--- src/rtl/cla_add_pipe.sv ---
// cla_add_pipe: valid/ready pipelined adder built from 16-bit carry-lookahead groups split over STAGES slices.
// Define CLA_ADD_PIPE_SAT_EN to saturate s to the signed range on overflow.
module cla_add_pipe #(
  parameter int WIDTH = 32,
  parameter int STAGES = 2
) (
  input  logic             clk,
  input  logic             rst,
  input  logic             in_valid,
  output logic             in_ready,
  input  logic [WIDTH-1:0] a,
  input  logic [WIDTH-1:0] b,
  input  logic             ci,
  output logic             out_valid,
  input  logic             out_ready,
  output logic [WIDTH-1:0] s,
  output logic             co,
  output logic             ovf
);
  localparam int NG = WIDTH / 16;
  localparam int GPS = (NG + STAGES - 1) / STAGES;
  function automatic logic [15:0] cla16(input logic [15:0] g, input logic [15:0] p, input logic c0);
    logic [15:0] r;
    logic gg, pp;
    for (int i = 0; i < 16; i++) begin
      gg = 1'b0;
      pp = 1'b1;
      for (int j = 0; j < i; j++) begin
        gg = g[j] | (p[j] & gg);
        pp = pp & p[j];
      end
      r[i] = p[i] ^ (gg | (pp & c0));
    end
    return r;
  endfunction
  // Adds groups [g0,g1) of x+y into acc; each group carry is a lookahead over the slice's group P/G.
  function automatic logic [WIDTH:0] add_slice(input logic [WIDTH-1:0] x, input logic [WIDTH-1:0] y,
                                               input logic [WIDTH-1:0] acc, input logic c0,
                                               input int g0, input int g1);
    logic [WIDTH-1:0] r;
    logic [NG-1:0] gg_v, pg_v;
    logic [15:0] gb, pb;
    logic gg, pp;
    r = acc;
    for (int j = 0; j < NG; j++) begin
      gb = x[16*j +: 16] & y[16*j +: 16];
      pb = x[16*j +: 16] ^ y[16*j +: 16];
      gg = 1'b0;
      for (int i = 0; i < 16; i++) gg = gb[i] | (pb[i] & gg);
      gg_v[j] = gg;
      pg_v[j] = &pb;
    end
    for (int j = g0; j < g1; j++) begin
      gg = 1'b0;
      pp = 1'b1;
      for (int i = g0; i < j; i++) begin
        gg = gg_v[i] | (pg_v[i] & gg);
        pp = pp & pg_v[i];
      end
      r[16*j +: 16] = cla16(x[16*j +: 16] & y[16*j +: 16], x[16*j +: 16] ^ y[16*j +: 16], gg | (pp & c0));
    end
    gg = 1'b0;
    pp = 1'b1;
    for (int i = g0; i < g1; i++) begin
      gg = gg_v[i] | (pg_v[i] & gg);
      pp = pp & pg_v[i];
    end
    return {gg | (pp & c0), r};
  endfunction
  logic stall;
  logic v_d [STAGES];
  logic c_d [STAGES];
  logic [WIDTH-1:0] a_d [STAGES];
  logic [WIDTH-1:0] b_d [STAGES];
  logic [WIDTH-1:0] s_d [STAGES];
  assign stall = out_valid & ~out_ready;
  assign in_ready = ~stall;
  assign v_d[0] = in_valid & in_ready;
  assign c_d[0] = ci;
  assign a_d[0] = a;
  assign b_d[0] = b;
  assign s_d[0] = '0;
  genvar k;
  for (k = 0; k < STAGES; k++) begin : g_st
    localparam int G0 = k * GPS;
    localparam int G1 = (k + 1) * GPS > NG ? NG : (k + 1) * GPS;
    logic [WIDTH:0] nxt;
    assign nxt = add_slice(a_d[k], b_d[k], s_d[k], c_d[k], G0, G1);
    if (k < STAGES - 1) begin : g_reg
      logic v_q, c_q;
      logic [WIDTH-1:0] a_q, b_q, s_q;
      always_ff @(posedge clk)
        if (rst) begin
          v_q <= 1'b0;
          c_q <= 1'b0;
          a_q <= '0;
          b_q <= '0;
          s_q <= '0;
        end else if (!stall) begin
          v_q <= v_d[k];
          if (v_d[k]) begin
            c_q <= nxt[WIDTH];
            s_q <= nxt[WIDTH-1:0];
            a_q <= a_d[k];
            b_q <= b_d[k];
          end
        end
      assign v_d[k+1] = v_q;
      assign c_d[k+1] = c_q;
      assign a_d[k+1] = a_q;
      assign b_d[k+1] = b_q;
      assign s_d[k+1] = s_q;
    end else begin : g_reg
      logic ov;
      logic [WIDTH-1:0] sn;
      assign ov = (a_d[k][WIDTH-1] == b_d[k][WIDTH-1]) && (nxt[WIDTH-1] != a_d[k][WIDTH-1]);
`ifdef CLA_ADD_PIPE_SAT_EN
      assign sn = ov ? {a_d[k][WIDTH-1], {(WIDTH-1){~a_d[k][WIDTH-1]}}} : nxt[WIDTH-1:0];
`else
      assign sn = nxt[WIDTH-1:0];
`endif
      always_ff @(posedge clk)
        if (rst) begin
          out_valid <= 1'b0;
          s <= '0;
          co <= 1'b0;
          ovf <= 1'b0;
        end else if (!stall) begin
          out_valid <= v_d[k];
          if (v_d[k]) begin
            s <= sn;
            co <= nxt[WIDTH];
            ovf <= ov;
          end
        end
    end
  end
endmodule

--- config.mk ---
export PLATFORM = sky130hd
export DESIGN_NAME = cla_add_pipe
export DESIGN_NICKNAME = d
export VERILOG_FILES = /design/src/rtl/cla_add_pipe.sv
export SDC_FILE = /design/constraint.sdc
export NUM_CORES = 1
export LEC_CHECK = 0
export CAP_MARGIN = 15
export CORE_ASPECT_RATIO = 2
export CORE_MARGIN = 1.5
export CORE_UTILIZATION = 35
export DETAILED_ROUTE_END_ITERATION = 8
export GPL_TIMING_DRIVEN = 0
export SLEW_MARGIN = 5
export SYNTH_ARGS = -nofsm -noshare
export SYNTH_HDL_FRONTEND = slang
export SYNTH_SLANG_ARGS = --single-unit
--- constraint.sdc ---
create_clock -name clk -period 3.86 [get_ports clk]
set_input_delay 0.772 -clock clk [delete_from_list [all_inputs] [get_ports clk]]
set_output_delay 0.772 -clock clk [all_outputs]
set_load 0.05 [all_outputs]
# After elaboration in Yosys (flattened, before gate mapping)

Index checks and enable logic that the tools add are counted.

Equality and inequality tests: 2
Bitwise logic cells: 192
Reduce and logical (&&, ||, !) cells: 5

Operator list:

| cell                 | count |
|---|---|
| 1-bit AND            | 92 |
| 1-bit OR             | 62 |
| 16-bit AND           | 2 |
| 16-bit AND reduction | 2 |
| 1-bit bitwise XOR    | 32 |
| 16-bit bitwise XOR   | 2 |
| 2-bit AND reduction  | 2 |
| 1-bit inverter       | 2 |
| 1-bit equality test  | 1 |
| 1-bit logical AND    | 1 |
| 1-bit != test        | 1 |

Register bits: 117
Input port bits: 69
Output and inout bits: 36
Logic and storage cells: 208

# Depth between registers and ports, before layout

Depth after elaboration: 33
Gate-level depth with buffers: 7
Gate-level depth less buffers: 7

# Worst setup path before layout

OpenSTA, ideal clock, no wires.

Path kind: in2reg
Start: in a[3]
End: reg g_st[0].g_reg.s_q[10]
Library setup time: 0.115 ns
Data arrival time: 2.310 ns
Path slack: 1.435 ns
Stages: 6
Cells stage by stage: ha_1 > a21o_1 > a221oi_2 > o21ai_2 > or3_1 > a31o_1

Cells in the longest elaborated chain, start to end: 17
Elaborated cells on any way between the ends: 26
Those cells by class: bitwise (26)

RTL lines:

| element               | line | text |
|---|---|---|
| start, declared       | 11   | `input logic [WIDTH-1:0] a,` |
| 16-bit bitwise XOR    | 60   | `r[16*j +: 16] = cla16(x[16*j +: 16] & y[16*j +: 16], x[16*j +: 16] ^ y[16*j +: 16], gg \| (pp & c0));` |
| 1-bit AND             | 29   | `gg = g[j] \| (p[j] & gg);` |
| 1-bit OR              | 29   |  |
| 1-bit AND             | 29   |  |
| 1-bit OR              | 29   |  |
| 1-bit AND             | 29   |  |
| 1-bit OR              | 29   |  |
| 1-bit AND             | 29   |  |
| 1-bit OR              | 29   |  |
| 1-bit AND             | 29   |  |
| 1-bit OR              | 29   |  |
| 1-bit AND             | 29   |  |
| 1-bit OR              | 29   |  |
| 1-bit AND             | 29   |  |
| 1-bit OR              | 29   |  |
| 1-bit OR (*)          | 32   | `r[i] = p[i] ^ (gg \| (pp & c0));` |
| 1-bit bitwise XOR (*) | 32   |  |
| end signal, assigned  | 103  | `s_q <= nxt[WIDTH-1:0];` |
| end, declared         | 91   | `logic [WIDTH-1:0] a_q, b_q, s_q;` |

Every way passes the cells marked *; elsewhere a longest branch is shown, timed or not.
A chain may end at the register's enable or synchronous reset.

# Worst setup path in the final report

Start: in out_ready
End: out in_ready

Cells in the longest elaborated chain, start to end: 3

RTL lines:

| element                  | line | text |
|---|---|---|
| start, declared          | 15   | `input logic out_ready,` |
| 1-bit inverter           | 76   | `assign stall = out_valid & ~out_ready;` |
| 1-bit AND                | 76   |  |
| 1-bit inverter (no line) | n/a  |  |
| end, declared            | 10   | `output logic in_ready,` |

No other way between the ends.

==> summary.md <==
| Metric | Value |
|---|---|
| Outcome | `finished, final reports clean` |
| Met2 GRT Util | `between 40 and 50%` |
| F_max | `around 320 MHz` |
| Post-Syn Area | `0.00443 sq mm` |
| Post-synthesis async set-or-reset flop share | `0%` |
| Rel. slew slack | `56.8%` |
| Worst R2R End | `ovf` |
| Clk buf depth | `2` |
| Setup CP Type | `in2out` |
| Row Count | `58` |
| Final worst path period share | `81.8%` |
| Setup WS post-layout | `about 0.70 ns` |
| I/O Buffers | `104` |
| Hpwl dp | `approximately 11,000 um` |
| Drt pass-1 iters | `5` |
| Hold depth | `2` |
| CP top delay family | `buffers and inverters` |
| Crit path cell chain | `clkdlybuf4s50_1 -> nand2b_1 -> clkdlybuf4s50_1` |
| Largest net degree at the start of global routing | `16` |
| Worst path max stage delay | `approximately 0.88 ns` |
| Peak VDD IR | `0.307 mV` |
| Worst-path fanout max | `7` |
| Overall die width | `82.6 um` |
| Hold Crit Start | `s[2]` |
| IO Count | `105` |
| CP Data Required Time | `3.09 ns` |
| Reg-to-Reg Start | `g_st[0].g_reg.a_q[20]` |
| Setup tns final | `0 ns` |
| Routability cong. | `~0.94` |
| Number of enable flip-flop cells after synthesis | `0` |
| Synthesis-to-layout area growth | `34.5%` |
| Ys flop type | `dfxtp_1` |
| First-pass GRT wire length | `around 21,000 um` |
| ANT nets after route | `0` |
| Ratio of cells with drive above 1 in the final layout | `between 4 and 5%` |
| Power density over the cells | `between 300 and 400 mW/mm^2` |
| Yosys cell types | `between 60 and 70` |
| Non-filler cells, final | `between 800 and 900` |
| Vias in the first global route | `between 4,000 and 5,000` |
| Post-route minimum period | `3.16 ns` |
| Met3 Use GR | `between 3 and 4%` |
| Max cap viols | `0` |
| Register bit total from synthesis | `85` |
| CTS tree | `done` |
| Placed Instances | `about 800` |
| Post-CTS Setup Bufs | `0` |
| Setup Slack @ Placement | `0.703 ns` |
| DRT iter0 DRCs | `between 200 and 250` |
| Total CTS buffers | `9` |
| Nature of the critical path endpoint | `output pin` |
| H-Tree Depth | `3` |
| Leakage | `around 2.3 nW` |
| Syn_nets | `roughly 650` |
| Clk_lat worst skew | `between 0.3 and 0.4 ns` |
| Worst r2r path cells | `7` |
| Clock sink count | `85` |
| R2R Setup Slk | `about 1.7 ns` |
| WP data arrival | `about 2.4 ns` |
| Total GRT Usage | `a little over a fifth` |
| Routed vias | `approximately 4,400` |
| Routed WL | `about 14,000 um` |
| Buf/Inv on CP | `2` |
| Type of the worst min-delay path | `reg2reg` |
| Chip Height | `roughly 160 um` |
| Sequential share of the synthesized area | `roughly two fifths` |
| Mean Syn Cell Area | `between 8 and 9 sq um` |
| Die area | `0.0134 sq mm` |
| Worst-margin pin slew | `around 0.65 ns` |
| GRT Max-Usage Layer | `met2` |
| Ys Warns | `0` |
| Cells after synthesis | `544` |
| Ant. Diodes | `0` |
| Met1 Usage GRT | `roughly a fifth` |
| Starting density of the core | `between 30% and 40%` |
| Root Buffer | `clkbuf_16` |
| WHS Endpoint | `s[2]` |
| Post_cts resized | `0` |
| Max stage delay cell, worst path | `clkdlybuf4s50_1` |
| Core area | `between 0.01 and 0.015 sq mm` |
| Clock slew seen by the registers of the worst setup and hold paths | `~0.060 ns` |
| Final hold violation count | `0` |
| Initial antenna violation count | `0` |
| Unrepaired setup endpoints after global routing | `no` |
| Crit-path most repeated cell | `clkdlybuf4s50_1` |
| Post-CTS Hold Fix Bufs | `0` |
| Vias per cell | `around 5.4` |
| Drt drc | `0` |
| Mean routed wirelength per cell | `between 15 and 20 um` |
| Final Skew | `around 0.005 ns` |
| Final Net Count | `~760` |
| Worst setup SP type | `input pin` |
| # setup viols final | `0` |
| GRT overflow | `0` |
| Slew Limit Fails | `0` |
## flip-flops by register name, summed over array words and instances, names as in the netlist
name and flops:
s 32, g_st.g_reg.a_q 16, g_st.g_reg.b_q 16, g_st.g_reg.s_q 16
co 1, g_st.g_reg.c_q 1, g_st.g_reg.v_q 1, out_valid 1
ovf 1
## cell families after synthesis
family                   after synthesis  share of synthesized area, %
AO/OA/AOI/OAI                        155                          22.5
XOR/XNOR                              15                          2.96
adder cells (fa/ha/maj)               34                          9.93
buffers and inverters                 38                          3.22
flip-flops                            85                          38.4
multiplexers                           1                         0.226
AND/OR/NAND/NOR                      216                          22.8
## where the power goes
| group | switching, W | leakage [nW] | internal, W | total, W |
|---|---|---|---|---|
| registers | 0.0000362 | 0.696 | 0.000933 | 0.000969 |
| clock network | 0.000359 | 0.138 | 0.000503 | 0.000862 |
| logic | 0.000300 | 1.47 | 0.000211 | 0.000510 |
## layer usage
layer | wire length [um] | share of wire [%]
met1 | 4730 | 35
met2 | 7900 | 58
met3 | 469 | 3.4
met4 | 500 | 3.7
met5 | 0 | 0
## through the flow
step	instance area, sq um	utilization (%)	hold WS [ns]	power [W]
floorplan	4430	-	0.427	0.00129
global placement	5660	45.4	0.439	0.00149
detailed placement	5660	45.4	0.445	0.00150
CTS	5960	47.8	0.454	0.00236
global route	5960	47.8	0.471	0.00244
finish	5960	47.8	0.453	0.00234
## tightest hold or removal path: stages, from the launching register on
cell	delay [ns]
dfxtp_1	0.31
nand2_1	0.05
a21oi_1	0.05
## cell usage in the layout (no fill, tap or decap), drive strengths merged, types with 3 or more instances in the layout
master         instances
nor4b                  4
nand2                130
nand3                 21
a21oi                 81
and2                   3
o2111ai                3
clkinvlp               3
xnor2                 10
a31oi                  6
nand4                 11
o211ai                 4
xor2                   5
a211oi                 8
inv                   10
or2                    3
clkbuf                35
and3                   7
dfxtp                 85
o21ai                 17
or3                    4
o21bai                 3
clkdlybuf4s50        104
ha                    32
nor4                   4
a21o                  10
or4                    8
nor2                  14
buf                    3
a22o                   3
nand2b                 3
## cells in the mapped netlist, drive strengths merged (3+ instances only)
cell,instances,area share (%)
a21o,10,1.7
a22o,3,0.59
or3,4,0.56
nand2b,3,0.42
o21bai,3,0.59
o211ai,4,0.79
nand4,11,1.6
o21ai,17,2.0
xor2,5,0.99
o2111ai,3,0.73
nand3,21,2.7
or4,8,1.4
inv,9,0.76
a211oi,8,1.5
a21oi,81,9.5
nand2,130,11
xnor2,10,2.0
nor4b,4,0.79
dfxtp,85,38
or2,3,0.42
nor2,14,1.2
a31oi,6,0.85
ha,32,9.0
and3,7,0.99
clkbuf,26,2.2
buf,3,0.25
and2,3,0.42
nor4,4,0.71
## layout make-up
type	count	area, sq um
Buffer	29	109
Clock buffer	9	225
Inverter	9	33.8
Sequential cell	85	1700
Fill cell	1277	6520
Timing Repair Buffer	104	1040
Multi-Input combinational cell	421	2590
Clock inverter	7	75.1
Tap cell	150	188
## worst max-delay path by stage
stage,slack (ns),cells after the start,from,endpoint
floorplan,1.43,6,a[3],g_st[0].g_reg.s_q[10]
global placement,0.70,3,out_ready,in_ready
detailed placement,0.70,3,out_ready,in_ready
CTS,0.70,3,out_ready,in_ready
global route,0.68,3,out_ready,in_ready
finish,0.70,3,out_ready,in_ready
Power figures use the tool's default switching activity.
